**config.mk**
```make
export PLATFORM = sky130hd
export DESIGN_NAME = lcd_text_console
export DESIGN_NICKNAME = d
export VERILOG_FILES = /design/src/rtl/lcd_text_console.sv
export SDC_FILE = /design/constraint.sdc
export NUM_CORES = 1
export LEC_CHECK = 0
export BUFFER_PORTS_ARGS = -buffer_cell sky130_fd_sc_hd__buf_2
export CAP_MARGIN = 15
export CORE_MARGIN = 2
export CORE_UTILIZATION = 65
export CTS_CLUSTER_DIAMETER = 150
export DETAILED_ROUTE_END_ITERATION = 6
export GPL_TIMING_DRIVEN = 0
export PLACE_DENSITY = 0.79
export SLEW_MARGIN = 10
export SYNTH_ARGS = -nofsm -noshare
export SYNTH_HDL_FRONTEND = slang
export SYNTH_SLANG_ARGS = --single-unit
```
**constraint.sdc**
```tcl
create_clock -name clk -period 11 [get_ports clk]
set_clock_uncertainty 0.2 [all_clocks]
set_input_delay 2.2 -clock clk [delete_from_list [all_inputs] [get_ports clk]]
set_output_delay 2.2 -clock clk [all_outputs]
set_load 0.02 [all_outputs]
```
**src/rtl/lcd_text_console.sv**
```systemverilog
// lcd_text_console
//   Character-cell text console: a 4-row x 16-column (64 x 8) text buffer
//   fed by a byte stream. Printable bytes are written at the cursor. A small
//   set of control bytes is interpreted: CR, LF, BS and FF. Any other
//   control byte is swallowed. Reaching the end of the screen either scrolls
//   the buffer up one row or wraps the cursor to address 0.
//
// Parameters
//   BLANK_CHAR  fill byte used by clear, scroll and backspace
//   SCROLL_EN   1: scroll up at the bottom of the screen; 0: wrap to address 0
//
// Ports
//   clk       system clock
//   rst_n     asynchronous active-low reset
//   in_valid  upstream byte valid
//   in_data   upstream character / control byte
//   in_ready  high when a byte can be accepted this cycle
//   rd_addr   display-side read address (row*16 + col)
//   rd_data   display-side read data, combinational from rd_addr
//   cursor    next write address
//   busy      clear or scroll sweep in progress

module lcd_text_console #(
    parameter logic [7:0]  BLANK_CHAR = 8'h20,
    parameter int unsigned SCROLL_EN  = 1
) (
    input  logic       clk,
    input  logic       rst_n,
    input  logic       in_valid,
    input  logic [7:0] in_data,
    output logic       in_ready,
    input  logic [5:0] rd_addr,
    output logic [7:0] rd_data,
    output logic [5:0] cursor,
    output logic       busy
);

    localparam logic [7:0] CH_BS = 8'h08;
    localparam logic [7:0] CH_LF = 8'h0A;
    localparam logic [7:0] CH_FF = 8'h0C;
    localparam logic [7:0] CH_CR = 8'h0D;

    typedef enum logic [1:0] {
        CLEAR        = 2'd0,
        IDLE         = 2'd1,
        SCROLL_COPY  = 2'd2,
        SCROLL_BLANK = 2'd3
    } state_t;

    state_t     state;
    logic [5:0] sweep;
    logic       armed;

    logic [7:0] mem [64];

    logic       wr_en;
    logic [5:0] wr_addr;
    logic [7:0] wr_data;

    logic [1:0] row;
    logic [3:0] col;
    logic       printable;
    logic       at_end;

    assign row       = cursor[5:4];
    assign col       = cursor[3:0];
    assign printable = (in_data[7:5] != 3'b000);
    assign at_end    = (cursor == 6'd63);

    assign in_ready = (state == IDLE);
    assign busy     = (state != IDLE);

    // Old cell contents stay visible until the write edge.
    assign rd_data = mem[rd_addr];

    // Single write port shared by the sweeps and the byte stream.
    always_comb begin
        wr_en   = 1'b0;
        wr_addr = '0;
        wr_data = BLANK_CHAR;
        case (state)
            CLEAR: begin
                if (armed) begin
                    wr_en   = 1'b1;
                    wr_addr = sweep;
                end
            end
            SCROLL_COPY: begin
                wr_en   = 1'b1;
                wr_addr = sweep;
                wr_data = mem[sweep + 6'd16];
            end
            SCROLL_BLANK: begin
                wr_en   = 1'b1;
                wr_addr = sweep;
            end
            IDLE: begin
                if (in_valid) begin
                    if (printable) begin
                        wr_en   = 1'b1;
                        wr_addr = cursor;
                        wr_data = in_data;
                    end else if (in_data == CH_BS && col != 4'd0) begin
                        wr_en   = 1'b1;
                        wr_addr = cursor - 6'd1;
                    end
                end
            end
        endcase
    end

    // Buffer has no reset; its contents are meaningless until CLEAR completes.
    always_ff @(posedge clk) begin
        if (wr_en) begin
            mem[wr_addr] <= wr_data;
        end
    end

    // armed spends the first edge after reset release idle, so the clear
    // sweep starts from a clean, synchronous point; afterwards it stays set.
    always_ff @(posedge clk or negedge rst_n) begin
        if (!rst_n) begin
            state  <= CLEAR;
            sweep  <= '0;
            cursor <= '0;
            armed  <= 1'b0;
        end else begin
            armed <= 1'b1;
            case (state)
                CLEAR: begin
                    if (armed) begin
                        if (sweep == 6'd63) begin
                            state  <= IDLE;
                            cursor <= '0;
                        end else begin
                            sweep <= sweep + 6'd1;
                        end
                    end
                end

                IDLE: begin
                    if (in_valid) begin
                        if (printable) begin
                            if (!at_end) begin
                                cursor <= cursor + 6'd1;
                            end else if (SCROLL_EN != 0) begin
                                state  <= SCROLL_COPY;
                                sweep  <= '0;
                                cursor <= 6'd48;
                            end else begin
                                cursor <= '0;
                            end
                        end else begin
                            case (in_data)
                                CH_CR: cursor <= {row, 4'd0};
                                CH_LF: begin
                                    if (row != 2'd3) begin
                                        cursor <= {row + 2'd1, 4'd0};
                                    end else if (SCROLL_EN != 0) begin
                                        state  <= SCROLL_COPY;
                                        sweep  <= '0;
                                        cursor <= 6'd48;
                                    end else begin
                                        cursor <= '0;
                                    end
                                end
                                CH_BS: begin
                                    if (col != 4'd0) begin
                                        cursor <= cursor - 6'd1;
                                    end
                                end
                                CH_FF: begin
                                    state  <= CLEAR;
                                    sweep  <= '0;
                                    cursor <= '0;
                                end
                                default: ;
                            endcase
                        end
                    end
                end

                SCROLL_COPY: begin
                    if (sweep == 6'd47) begin
                        state <= SCROLL_BLANK;
                        sweep <= 6'd48;
                    end else begin
                        sweep <= sweep + 6'd1;
                    end
                end

                SCROLL_BLANK: begin
                    // Sweep holds at 63 on exit rather than wrapping.
                    if (sweep == 6'd63) begin
                        state <= IDLE;
                    end else begin
                        sweep <= sweep + 6'd1;
                    end
                end
            endcase
        end
    end

endmodule

```
---- After elaboration in Yosys (flattened, before gate mapping) ----
Memory sizes are Yosys's and may differ from the RTL's.
Index checks and enable logic that the tools add are counted.
cells by class
  add/sub/neg operators ................... 5
  equality and inequality tests ........... 23
  muxes and demuxes ....................... 42
  reduce and logical (&&, ||, !) cells .... 10
operators by type and width
  kind                   count
  $mux W6                18
  $pmux W6 S4            2
  $eq A8 B4 Y1 const B   4
  $pmux W6 S2            2
  $eq A6 B6 Y1 const B   3
  $pmux W6 S3            1
  $mux W8                2
  $pmux W8 S2            1
  $mux W2                7
  $add A6 B1 Y6 const B  2
  $reduce_and A6 Y1      2
  $ne A2 B2 Y1 const B   5
  $pmux W2 S4            1
  $reduce_and A7 Y1      1
  $add A6 B5 Y6 const B  1
  $mux W1                6
  $ne A6 B1 Y1 const B   1
  $sub A6 B1 Y6 const B  1
  $ne A5 B1 Y1 const B   1
  $reduce_and A5 Y1      1
  $eq A2 B2 Y1 const B   2
  $ne A4 B1 Y1 const B   1
  $ne A4 B3 Y1 const B   1
  $ne A4 B4 Y1 const B   1
  13 further kinds       13
word-level totals
  flip-flop bits (word level) ............. 15
  RAM bits ................................ 512
  input port bits ......................... 17
  output and inout port bits .............. 16
  logic and storage cells ................. 86
  memories kept ........................... 1
memories
  memory  words  width  read ports  clocked after Yosys merged registers in  wr ports  line  text
  mem     64     8      2           0                                        1         54    logic [7:0] mem [64];

---- Logic depth before layout (Yosys ltp) ----
  depth in word-level cells ............... 8
  depth in mapped cells ................... 11
  mapped depth without buffers ............ 8

---- Worst setup path before layout ----
OpenSTA, ideal clock, no wires.
  path type ............................... input port to output port
  start ................................... in rd_addr[0]
  end ..................................... out rd_data[0]
  arrival ................................. 4.176 ns
  required time ........................... 8.600 ns
  slack ................................... 4.424 ns
  cell stages on the path ................. 6
  buffers on the path ..................... 2
  path through ............................ buf_2 -> buf_1 -> mux4_2 -> mux4_2 -> o22ai_1 -> nor2_1
between the ends
  cells in the longest elaborated chain, start to end .. 1
ends and longest elaborated chain
  item                line  text
  start: declaration  32    input logic [5:0] rd_addr,
  $mem_v2 Z64 W8      n/a
  end: declaration    33    output logic [7:0] rd_data,
Every way passes these cells.

---- Final worst setup path ----
  start ................................... in rd_addr[1]
  end ..................................... out rd_data[3]
The elaborated chain is that of the path after synthesis.

==> impl_metrics.sql <==
INSERT INTO impl_metrics (metric_group, metric, value, unit) VALUES
('status', 'status', 'finished, final reports clean', ''),
('flow_run', 'max_cap_violations', '0', ''),
('logic_synthesis', 'synth_most_common_cell', 'edfxtp_1', ''),
('sta', 'worst_slew_margin_rel', '15.2', '%'),
('cts', 'h_tree_depth_reported_by_cts', '2', ''),
('power', 'power.leakage', '0.00907', 'uW'),
('logic_synthesis', 'synth.cells.most_frequent', 'edfxtp_1, mux4_2, clkbuf_1', ''),
('cts', 'cts.repair_timing.setup_buffer_count', '0', ''),
('route', 'routed_wirelength', '82100', 'um'),
('route', 'dr.pass1.iters', '7', ''),
('worst_hold_path', 'worst_hold_startpoint', 'sweep[1]', ''),
('final_layout', 'final_net_count', '1498', ''),
('setup_path', 'arrival', '5.55', 'ns'),
('cts', 'clkSlewWorstSetupHoldPaths', '0.06', 'ns'),
('cts', 'postCtsHoldBufs', '0', ''),
('logic_synthesis', 'mappedNetlistNets', '1393', ''),
('power', 'post-layout-total-power', '6400', 'uW'),
('worst_hold_path', 'classification_of_the_worst_slack_hold_path', 'flop to flop', ''),
('global_route', 'grt_usage', '41.1', '%'),
('route', 'via_per_inst', '8.03', ''),
('placement', 'place.detailed.hpwl', '57400', 'um'),
('logic_synthesis', 'post_synth_edffs', '512', ''),
('cts', 'cts_resized', '0', ''),
('logic_synthesis', 'synthArstFlopShare', '2.85', '%'),
('logic_synthesis', 'post-synth-top-area-cell', 'edfxtp_1', ''),
('sta', 'timing.fmax', '126', 'MHz'),
('die', 'die-height', '203', 'um'),
('route', 'drt_drc_violations_left', '0', ''),
('route', 'num_vias', '16400', ''),
('route', 'wl_per_cell', '40.3', 'um'),
('logic_synthesis', 'synthTopCellsByArea', 'edfxtp_1, mux4_2, dfrtp_1, nor3_1, mux2i_1', ''),
('setup_path', 'worstPathCellList', 'clkbuf_1 -> clkbuf_1 -> mux4_2 -> mux4_2 -> o22ai_1 -> nor2_1 -> buf_2', ''),
('setup_path', 'max_stage_delay', '0.88', 'ns'),
('sta', 'final.min_clock_period', '7.95', 'ns'),
('cts', 'cts_tree', 'done', ''),
('logic_synthesis', 'yosysSeqAreaShare', '61.0', '%'),
('logic_synthesis', 'synth.lib_cells_used.distinct', '69', ''),
('sta', 'min_period_over_period', '72.3', '%'),
('die', 'die_width', '203', 'um'),
('logic_synthesis', 'ys_seq_elements', '527', ''),
('logic_synthesis', 'postSynthAreaPerCell', '18.9', 'sq um'),
('cts', 'cts.path.max_buffers', '3', ''),
('die', 'floorplan.initialDensity', '65.4', '%'),
('placement', 'place.gp.congestion', '1.03', ''),
('sta', 'final-setup-viol-count', '0', ''),
('final_layout', 'drive_above_1_share', '36.5', '%'),
('final_layout', 'finish.instance_area', '28800', 'sq um'),
('setup_path', 'worstPathMaxFanout', '10', ''),
('setup_path', 'startpoint', 'rd_addr[1]', ''),
('final_layout', 'signed_area_change_from_the_synthesized_netlist_to_the_final_layout', '11.6', '%'),
('sta', 'worst_pin_slew', '1.27', 'ns'),
('global_route', 'grt_overflow', '0', ''),
('setup_path', 'r2r-start', 'sweep[1]', ''),
('setup_path', 'crit_path_start_kind', 'input pin', ''),
('setup_path', 'critical_path.n_buffers_inverters', '3', ''),
('cts', 'clk_latency', '0.63', 'ns'),
('route', 'ant_nets', '0', ''),
('setup_path', 'critical-path-slowest-cell', 'clkbuf_1', ''),
('logic_synthesis', 'ys.flop_type', 'edfxtp_1', ''),
('die', 'ios', '33', ''),
('setup_path', 'setup.worst_path.class', 'input pin to primary output', ''),
('placement', 'placed_cell_area', '27000', 'sq um'),
('die', 'floorplan.core_area', '39500', 'sq um'),
('setup_path', 'path_delay_family', 'buffers and inverters', ''),
('sta', 'rsz0062_at_grt', 'no', ''),
('logic_synthesis', 'yosysWarningCount', '0', ''),
('cts', 'clkSinkCount', '527', ''),
('sta', 'setup-tns-final', '0', 'ns'),
('cts', 'clock_tree.root_cell', 'clkbuf_16', ''),
('logic_synthesis', 'synth_largest_type_area_fraction', '59.5', '%'),
('global_route', 'grt_start_max_net_pins', '65', '');
## stage by stage
stage | utilization, % | hold slack, ns | worst slack (ns) | cells
2_1_floorplan | - | 0.370 | 4.42 | 1365
3_3_place_gp | 67.4 | 0.389 | 3.24 | 1914
3_5_place_dp | 68.5 | 0.403 | 3.26 | 1936
4_1_cts | 73.0 | 0.417 | 3.25 | 2032
5_1_grt | 73.0 | 0.482 | 3.18 | 2035
6_report | 73.0 | 0.414 | 3.05 | 2035
## power by group
| group | leakage (uW) | internal [uW] | switching, uW |
|---|---|---|---|
| logic | 0.00331 | 702 | 1290 |
| registers | 0.00490 | 2510 | 41.0 |
| clock network | 0.000852 | 1080 | 782 |
## worst register-to-register path, cell delays in order, from the launching register on
cell      delay [ns]
dfrtp_1         0.34
buf_2           0.33
buf_4           0.30
clkbuf_1        0.61
buf_1           0.91
mux4_2          0.44
mux2i_1         0.32
o22ai_1         0.31
a21oi_1         0.34
nand3_4         0.68
## cell type report
| cell class | count | area [sq um] |
|---|---|---|
| flip-flops and latches | 527 | 15800 |
| fillers | 2322 | 10600 |
| multi-input cells | 715 | 9730 |
| clock buffers | 66 | 1420 |
| well taps | 525 | 657 |
| plain buffers | 114 | 527 |
| repair buffers | 49 | 382 |
| clock inverters | 30 | 330 |
| inverters | 9 | 33.8 |
## metal layers
metal | up-vias | share of wire [%] | GRT usage (%)
met2 | 1606 | 46 | 63.0
met1 | 8306 | 32 | 54.0
li1 | 6091 | - | -
met4 | 4 | 6.9 | 21.6
met3 | 343 | 15 | 12.9
met5 | - | 0.029 | 0
## path summary, 6_finish.rpt
path / to / cells after the start
worst max-delay path: rd_data[3] / 7
worst min-delay path: sweep[1] / 3
worst max register to register: mem[52][3] / 9
worst min register to register: sweep[1] / 3
max in group asynchronous: cursor[3] / 1
min in group asynchronous: sweep[5] / 1
## cell families (layout without fill, tap and decap cells)
family,count (synthesis),after routing,share of synthesized area (%)
AOI/OAI and AO/OA,125,125,3.33
xor gates and xnor gates,6,6,0.204
adders and majority gates,11,11,0.533
buffers and inverters,123,268,2.16
DFF,527,527,61.0
muxes,330,330,27.6
other,1,1,0.0145
and+or+nand+nor,242,242,5.13
## placed cells by master, fill, tap and decap left out, types with 25 or more instances in the layout
cell / n
nand3_1: 25
clkbuf_16: 55
a21oi_1: 28
buf_2: 56
clkbuf_1: 65
edfxtp_1: 512
nand2_1: 46
nor2_1: 41
nor3_2: 47
mux4_2: 306
## sequential cells by signal, summed over array words and instances (netlist names)
name    count
mem       512
sweep       6
state       2
armed       1
cursor      6
Note: power is estimated with default switching activity, not from simulation.
